===== config.mk =====
export PLATFORM = sky130hd
export DESIGN_NAME = trap_ctrl
export DESIGN_NICKNAME = d
export VERILOG_FILES = /design/src/rtl/trap_ctrl.sv
export SDC_FILE = /design/constraint.sdc
export NUM_CORES = 1
export LEC_CHECK = 0
export CORE_UTILIZATION = 38
export CTS_BUF_LIST = sky130_fd_sc_hd__clkbuf_8
export DETAILED_ROUTE_END_ITERATION = 10
export MAX_ROUTING_LAYER = met4
export PLACE_DENSITY = 0.85
export SLEW_MARGIN = 20
export SYNTH_ARGS = -nofsm -noshare
export SYNTH_HDL_FRONTEND = slang
export SYNTH_SLANG_ARGS = --single-unit
export TNS_END_PERCENT = 30

===== constraint.sdc =====
create_clock -name clk -period 3.75 [get_ports clk]
set_clock_uncertainty 0.2 [all_clocks]
set_input_delay 0.75 -clock clk [delete_from_list [all_inputs] [get_ports clk]]
set_output_delay 0.75 -clock clk [all_outputs]
set_load 0.02 [all_outputs]

===== src/rtl/trap_ctrl.sv =====
// Trap/mret sequencer: flush, drain the pipeline, commit CSR strobes, then redirect fetch.
// Optional interrupt entry is enabled by defining TRAP_CTRL_INTR_EN.
module trap_ctrl #(
    parameter int unsigned DRAIN_MAX = 15
) (
    input  logic        clk,
    input  logic        reset,
    input  logic        exc_valid,
    input  logic [3:0]  exc_cause,
    input  logic [31:0] exc_pc,
    input  logic [31:0] exc_tval,
    input  logic        mret_req,
    input  logic [31:0] mtvec_rd,
    input  logic [31:0] mepc_rd,
    input  logic        mstatus_mie,
    input  logic        pipe_empty,
    input  logic        redirect_ready,
    input  logic        irq_timer,
    input  logic        irq_ext,
    output logic        stall,
    output logic        flush,
    output logic        trap_we,
    output logic        mret_we,
    output logic [31:0] mepc_out,
    output logic [3:0]  mcause_out,
    output logic [31:0] mtval_out,
    output logic        intr_out,
    output logic        redirect_valid,
    output logic [31:0] redirect_pc,
    output logic        busy
);
    typedef enum logic [1:0] {IDLE, DRAIN, COMMIT, REDIRECT} state_t;

    localparam logic       KIND_TRAP = 1'b0;
    localparam logic       KIND_MRET = 1'b1;
    localparam logic [3:0] DRAIN_LIM = 4'(DRAIN_MAX);

    state_t      state_q, state_d;
    logic [3:0]  cnt_q, cnt_d;
    logic [3:0]  cause_q, cause_d;
    logic [31:0] pc_q, pc_d;
    logic [31:0] tval_q, tval_d;
    logic [31:0] rpc_q, rpc_d;
    logic        kind_q, kind_d;
    logic        intr_q, intr_d;
    logic        take_irq;
    logic [3:0]  irq_cause;
    logic        unused_bits;

    assign unused_bits = ^mtvec_rd[1:0];

`ifdef TRAP_CTRL_INTR_EN
    // External interrupt has priority over the timer.
    assign take_irq  = mstatus_mie && (irq_ext || irq_timer);
    assign irq_cause = irq_ext ? 4'd11 : 4'd7;
    assign intr_out  = busy && intr_q;
`else
    logic unused_irq;
    assign take_irq   = 1'b0;
    assign irq_cause  = 4'd0;
    assign intr_out   = 1'b0;
    assign unused_irq = ^{irq_timer, irq_ext, mstatus_mie, intr_q};
`endif

    always_ff @(posedge clk or posedge reset) begin
        if (reset) begin
            state_q <= IDLE;
            cnt_q   <= '0;
            cause_q <= '0;
            pc_q    <= '0;
            tval_q  <= '0;
            rpc_q   <= '0;
            kind_q  <= KIND_TRAP;
            intr_q  <= 1'b0;
        end else begin
            state_q <= state_d;
            cnt_q   <= cnt_d;
            cause_q <= cause_d;
            pc_q    <= pc_d;
            tval_q  <= tval_d;
            rpc_q   <= rpc_d;
            kind_q  <= kind_d;
            intr_q  <= intr_d;
        end
    end

    always_comb begin
        state_d = state_q;
        cnt_d   = cnt_q;
        cause_d = cause_q;
        pc_d    = pc_q;
        tval_d  = tval_q;
        rpc_d   = rpc_q;
        kind_d  = kind_q;
        intr_d  = intr_q;
        flush   = 1'b0;
        trap_we = 1'b0;
        mret_we = 1'b0;
        case (state_q)
            IDLE: begin
                cnt_d = '0;
                if (exc_valid) begin
                    cause_d = exc_cause;
                    pc_d    = exc_pc;
                    tval_d  = exc_tval;
                    kind_d  = KIND_TRAP;
                    intr_d  = 1'b0;
                    flush   = !reset;
                    state_d = DRAIN;
                end else if (mret_req) begin
                    cause_d = '0;
                    pc_d    = '0;
                    tval_d  = '0;
                    kind_d  = KIND_MRET;
                    intr_d  = 1'b0;
                    flush   = !reset;
                    state_d = DRAIN;
                end else if (take_irq) begin
                    cause_d = irq_cause;
                    pc_d    = exc_pc;
                    tval_d  = '0;
                    kind_d  = KIND_TRAP;
                    intr_d  = 1'b1;
                    flush   = !reset;
                    state_d = DRAIN;
                end
            end
            DRAIN: begin
                // DRAIN lasts at most DRAIN_MAX cycles even if the pipe never empties.
                cnt_d = cnt_q + 4'd1;
                if (pipe_empty || cnt_d == DRAIN_LIM) begin
                    state_d = COMMIT;
                end
            end
            COMMIT: begin
                trap_we = (kind_q == KIND_TRAP);
                mret_we = (kind_q == KIND_MRET);
                rpc_d   = (kind_q == KIND_MRET) ? mepc_rd : {mtvec_rd[31:2], 2'b00};
                state_d = REDIRECT;
            end
            REDIRECT: begin
                if (redirect_ready) begin
                    state_d = IDLE;
                end
            end
            default: state_d = IDLE;
        endcase
    end

    assign busy           = (state_q != IDLE);
    assign stall          = busy;
    assign redirect_valid = (state_q == REDIRECT);
    assign redirect_pc    = redirect_valid ? rpc_q : 32'd0;
    assign mepc_out       = busy ? pc_q : 32'd0;
    assign mcause_out     = busy ? cause_q : 4'd0;
    assign mtval_out      = (busy && cause_q == 4'd2) ? tval_q : 32'd0;
endmodule

## Word level (Yosys, flattened, before mapping)

Cells that the tools add are included.

| storage, ports and cells | value |
|---|---|
| flip-flop bits (word level) | 107 |
| bits in latches | 0 |
| memory bits (writable) | 0 |
| bits in read-only memories | 0 |
| bits of input ports | 141 |
| output and inout port bits | 107 |
| memories kept | 0 |

| cells by class | value |
|---|---|
| $add $sub $neg | 1 |
| multiply operators | 0 |
| div/mod/pow operators | 0 |
| $lt $le $gt $ge | 0 |
| eq/ne operators | 8 |
| shift operators | 0 |
| muxes and demuxes | 23 |
| bitwise operators | 1 |
| reduce and logical (&&, ||, !) cells | 9 |

Operators by type and width:

| operator | number |
|---|---|
| $mux W32 | 7 |
| $mux W4 | 3 |
| $mux W2 | 4 |
| $pmux W2 S4 | 1 |
| $pmux W4 S2 | 1 |
| $mux W1 | 7 |
| $reduce_bool A2 Y1 | 3 |
| $add A4 B1 Y4 const B | 1 |
| $eq A2 B2 Y1 const B | 2 |
| $eq A4 B2 Y1 const B | 1 |
| $eq A4 B4 Y1 const B | 1 |
| $ne A2 B2 Y1 const B | 2 |
| $ne A3 B3 Y1 const B | 1 |
| $reduce_and A3 Y1 | 1 |
| $eq A2 B1 Y1 const B | 1 |
| $logic_not A2 Y1 | 1 |
| $reduce_and A2 Y1 | 1 |
| $logic_and A1 B1 Y1 | 1 |
| $logic_not A1 Y1 | 1 |
| $logic_or A1 B1 Y1 | 1 |
| $not A1 Y1 | 1 |

## Depth between registers and ports, before layout

| depth | value |
|---|---|
| word-level depth | 5 |
| mapped depth | 7 |

## Worst setup path before layout

OpenSTA, ideal clock, no wires.

| timing path | value |
|---|---|
| kind | reg2out |
| start | register state_q[0] |
| end | output port mtval_out[10] |
| data arrival time | 1.809 ns |
| setup slack | 0.991 ns |
| cell stages (with the launch flop) | 7 |
| cell sequence | dfrtp_1 -> inv_1 -> ha_1 -> nor2b_1 -> nor4b_2 -> buf_2 -> and2_1 |

| between the ends | value |
|---|---|
| cells in the longest elaborated chain, start to end | 3 |

Ends and longest elaborated chain:

| item | line | text |
|---|---|---|
| from (decl) | 38 | `state_t state_q, state_d;` |
| from (signal assigned) | 76 | `state_q <= state_d;` |
| $reduce_bool A2 Y1 | 150 | `assign busy = (state_q != IDLE);` |
| $logic_and A1 B1 Y1 | 156 | `assign mtval_out = (busy && cause_q == 4'd2) ? tval_q : 32'd0;` |
| $mux W32 | 156 |  |
| to (decl) | 26 | `output logic [31:0] mtval_out,` |

No other way between the ends.

## Worst setup path after layout

| timing path | value |
|---|---|
| start | register state_q[1] |
| end | output port mtval_out[20] |

The elaborated chain is that of the path after synthesis.

==> metrics.txt <==
CTS tree=done; Final Util=approximately three fifths; WP data required=approximately 2800 ps; Post-Route Setup TNS=0 ps; gr ovfl total=0; Seq cells post-synth=107; Comb pwr share=53.3%; Clk pwr share=around an eighth; GPL Wtd Cong=roughly 0.75; DP HPWL=approximately 10,000 um; Die Height=about 120 um; Sw Share=39.02%; syn nets=598; die width=between 100 and 150 um; Slew @ Worst Pin=about 960 ps; top-count cell post-synth=dfrtp_1; Design Area, Final=approximately 7800 sq um; P&R area growth vs syn=56.94%; max-slew violation count=0; # H-tree levels=3; most used flip-flop cell after synthesis=dfrtp_1; Tot GR Track Use=21.08%; Setup Buffers After CTS=0; IO Count=248; share of layout cells above drive strength 1=approximately 5.2%; global-route wire length before repair=21,140 um; via count=4,228; Async SR Flop Fraction=100.0%; status=completed; Avg WL per Cell=around 16 um; final wirelength=approximately 14,000 um; NetSw=2.423 mW; RSZ-0062 raised after global routing=false; Mean Syn Cell Area=11.00 sq um; antenna violations before repair=0; detailed-router iteration count before antenna repair=4; synthesized area=4960 sq um; clock sink total=~110; Synthesis Warnings=0; slowest library cell on the worst path=clkdlybuf4s50_1; CP arrival=~2500 ps; Max Fanout on Critical Path=21; cell family with most CP delay=buffers and inverters; worst vdd ir=between 0.4 and 0.5 mV; area of placed instances=7547 sq um; Std-Cell Rows=41; Buf/Inv on CP=3; Max Cap Viol=0; antenna diode instance count=0; CTS resizes=0; total die area=13,510 sq um; final layout net count=821; Max Root-Sink Buffers=2; Residual DRC=0; PD cells=between 700 and 800 nW/um^2; HP Class=reg2reg; final hold viol count=0; Worst-Skew Late Latency=360 ps; Max stage delay on crit path=620 ps; CP endpoint kind=output port; Relative slew margins=36.26%; Setup violations, final=0; Root Buffer=clkbuf_8; Worst-path clk slew=roughly 90 ps; PortBufs=241; Synth top cells by count=dfrtp_1, a22o_1, and2_1; DR vias/cell=4.968; Initial Util=39.14%; Synth area leader=dfrtp_1; fin crit share=93.06%; critical-path cell list=inv_1 -> ha_2 -> nor2b_1 -> nor4b_4 -> buf_4 -> and2_1 -> clkdlybuf4s50_1; post-synthesis sequential area ratio=53.99%; Netlist cell types=26; drt initial violations=185; Tmin final=3490 ps; largest net degree at the start of global routing=about 110; share of the synthesized area in the top cell type=53.99%; total CTS buffers=9; startpoint types=flip-flop; Int Power=3.787 mW; Fmax=about 290 MHz; core outline area=~13,000 sq um; number of global-route vias before repair=about 4,300; CTS Hold Buffers Added=0; Synth area leaders=dfrtp_1, a22o_1, and2_1; Cells after Synth=451; remaining antenna violation count=0; smallest hold slack=297.9 ps; Post-synth EDFFs=0; Leakage=3.384 nW; Reg power frac=33.7%; Crit Path Category=reg2out
-- worst paths after layout --
check	slack [ps]	endpoint	cells past startpoint	startpoint
max in group asynchronous	2160	tval_q[13]	3	reset
max	260	mtval_out[20]	7	state_q[1]
min	300	pc_q[31]	1	pc_q[31]
max reg2reg	1250	pc_q[12]	6	state_q[0]
min reg2reg	300	pc_q[31]	1	pc_q[31]
min in group asynchronous	690	rpc_q[3]	3	reset
-- worst reg2reg max path, cell delays in order (launching register included) --
cell	delay, ps
dfrtp_1	410
inv_1	120
ha_2	200
buf_4	400
and2_2	620
buf_12	300
a22o_1	200
-- registers in the layout, indices dropped and copies added, names as in the netlist --
| signal | count |
|---|---|
| cause_q | 4 |
| rpc_q | 32 |
| state_q | 2 |
| tval_q | 32 |
| pc_q | 32 |
| kind_q | 1 |
| cnt_q | 4 |
-- layout make-up --
class,count,area [sq um]
Fill cell,1025,4887
Sequential cell,107,2679
Tap cell,172,215.2
Clock buffer,11,151.4
Inverter,8,33.78
Clock inverter,5,85.08
Multi-Input combinational cell,298,2115
Timing Repair Buffer,250,2505
-- placed cells by master (no fill, tap or decap), drive strengths merged, types with 6 or more instances in the layout --
master	instances
nor2b	36
mux2i	31
clkdlybuf4s50	241
a21oi	31
nor2	36
clkbuf	11
ha	6
o21ai	6
inv	7
dfrtp	107
a22o	70
buf	9
and2	66
-- routing by layer --
metal	vias up	GRT usage, %	wire (um)
met1	2040	24.26	5767
met2	173	36.06	6895
met5	-	-	0
li1	2000	-	-
met4	0	6.581	216
met3	15	5.293	1066
-- cells by family (layout without fill, tap and decap cells) --
logic type | Yosys count | count (layout) | share of synthesized area [%]
AND/OR/NAND/NOR | 147 | 147 | 16.83
AO/OA/AOI/OAI | 112 | 112 | 17.20
flip-flops | 107 | 107 | 53.99
buffers and inverters | 46 | 274 | 3.910
multiplexers | 32 | 32 | 6.483
adder cells (fa/ha/maj) | 6 | 6 | 1.514
other | 1 | 1 | 0.07561
-- per-stage QoR --
stage / power (mW) / worst slack (ps) / instances
after floorplan: 4.018 / 991.1 / 451
after global placement: 5.312 / 652.1 / 835
after detailed placement: 5.433 / 650.8 / 835
after CTS: 6.271 / 231.0 / 851
after global routing: 6.617 / 88.04 / 851
final: 6.210 / 260.3 / 851
-- power by group through the flow --
stage                     Clock, mW  Combinational, mW  Sequential, mW
final                         0.806               3.31            2.09
after global routing          0.879               3.57            2.16
after CTS                     0.832               3.35            2.09
after detailed placement          0               3.34            2.10
after global placement            0               3.24            2.07
after floorplan                   0               2.07            1.95
Note: power is estimated with default switching activity, not from simulation.
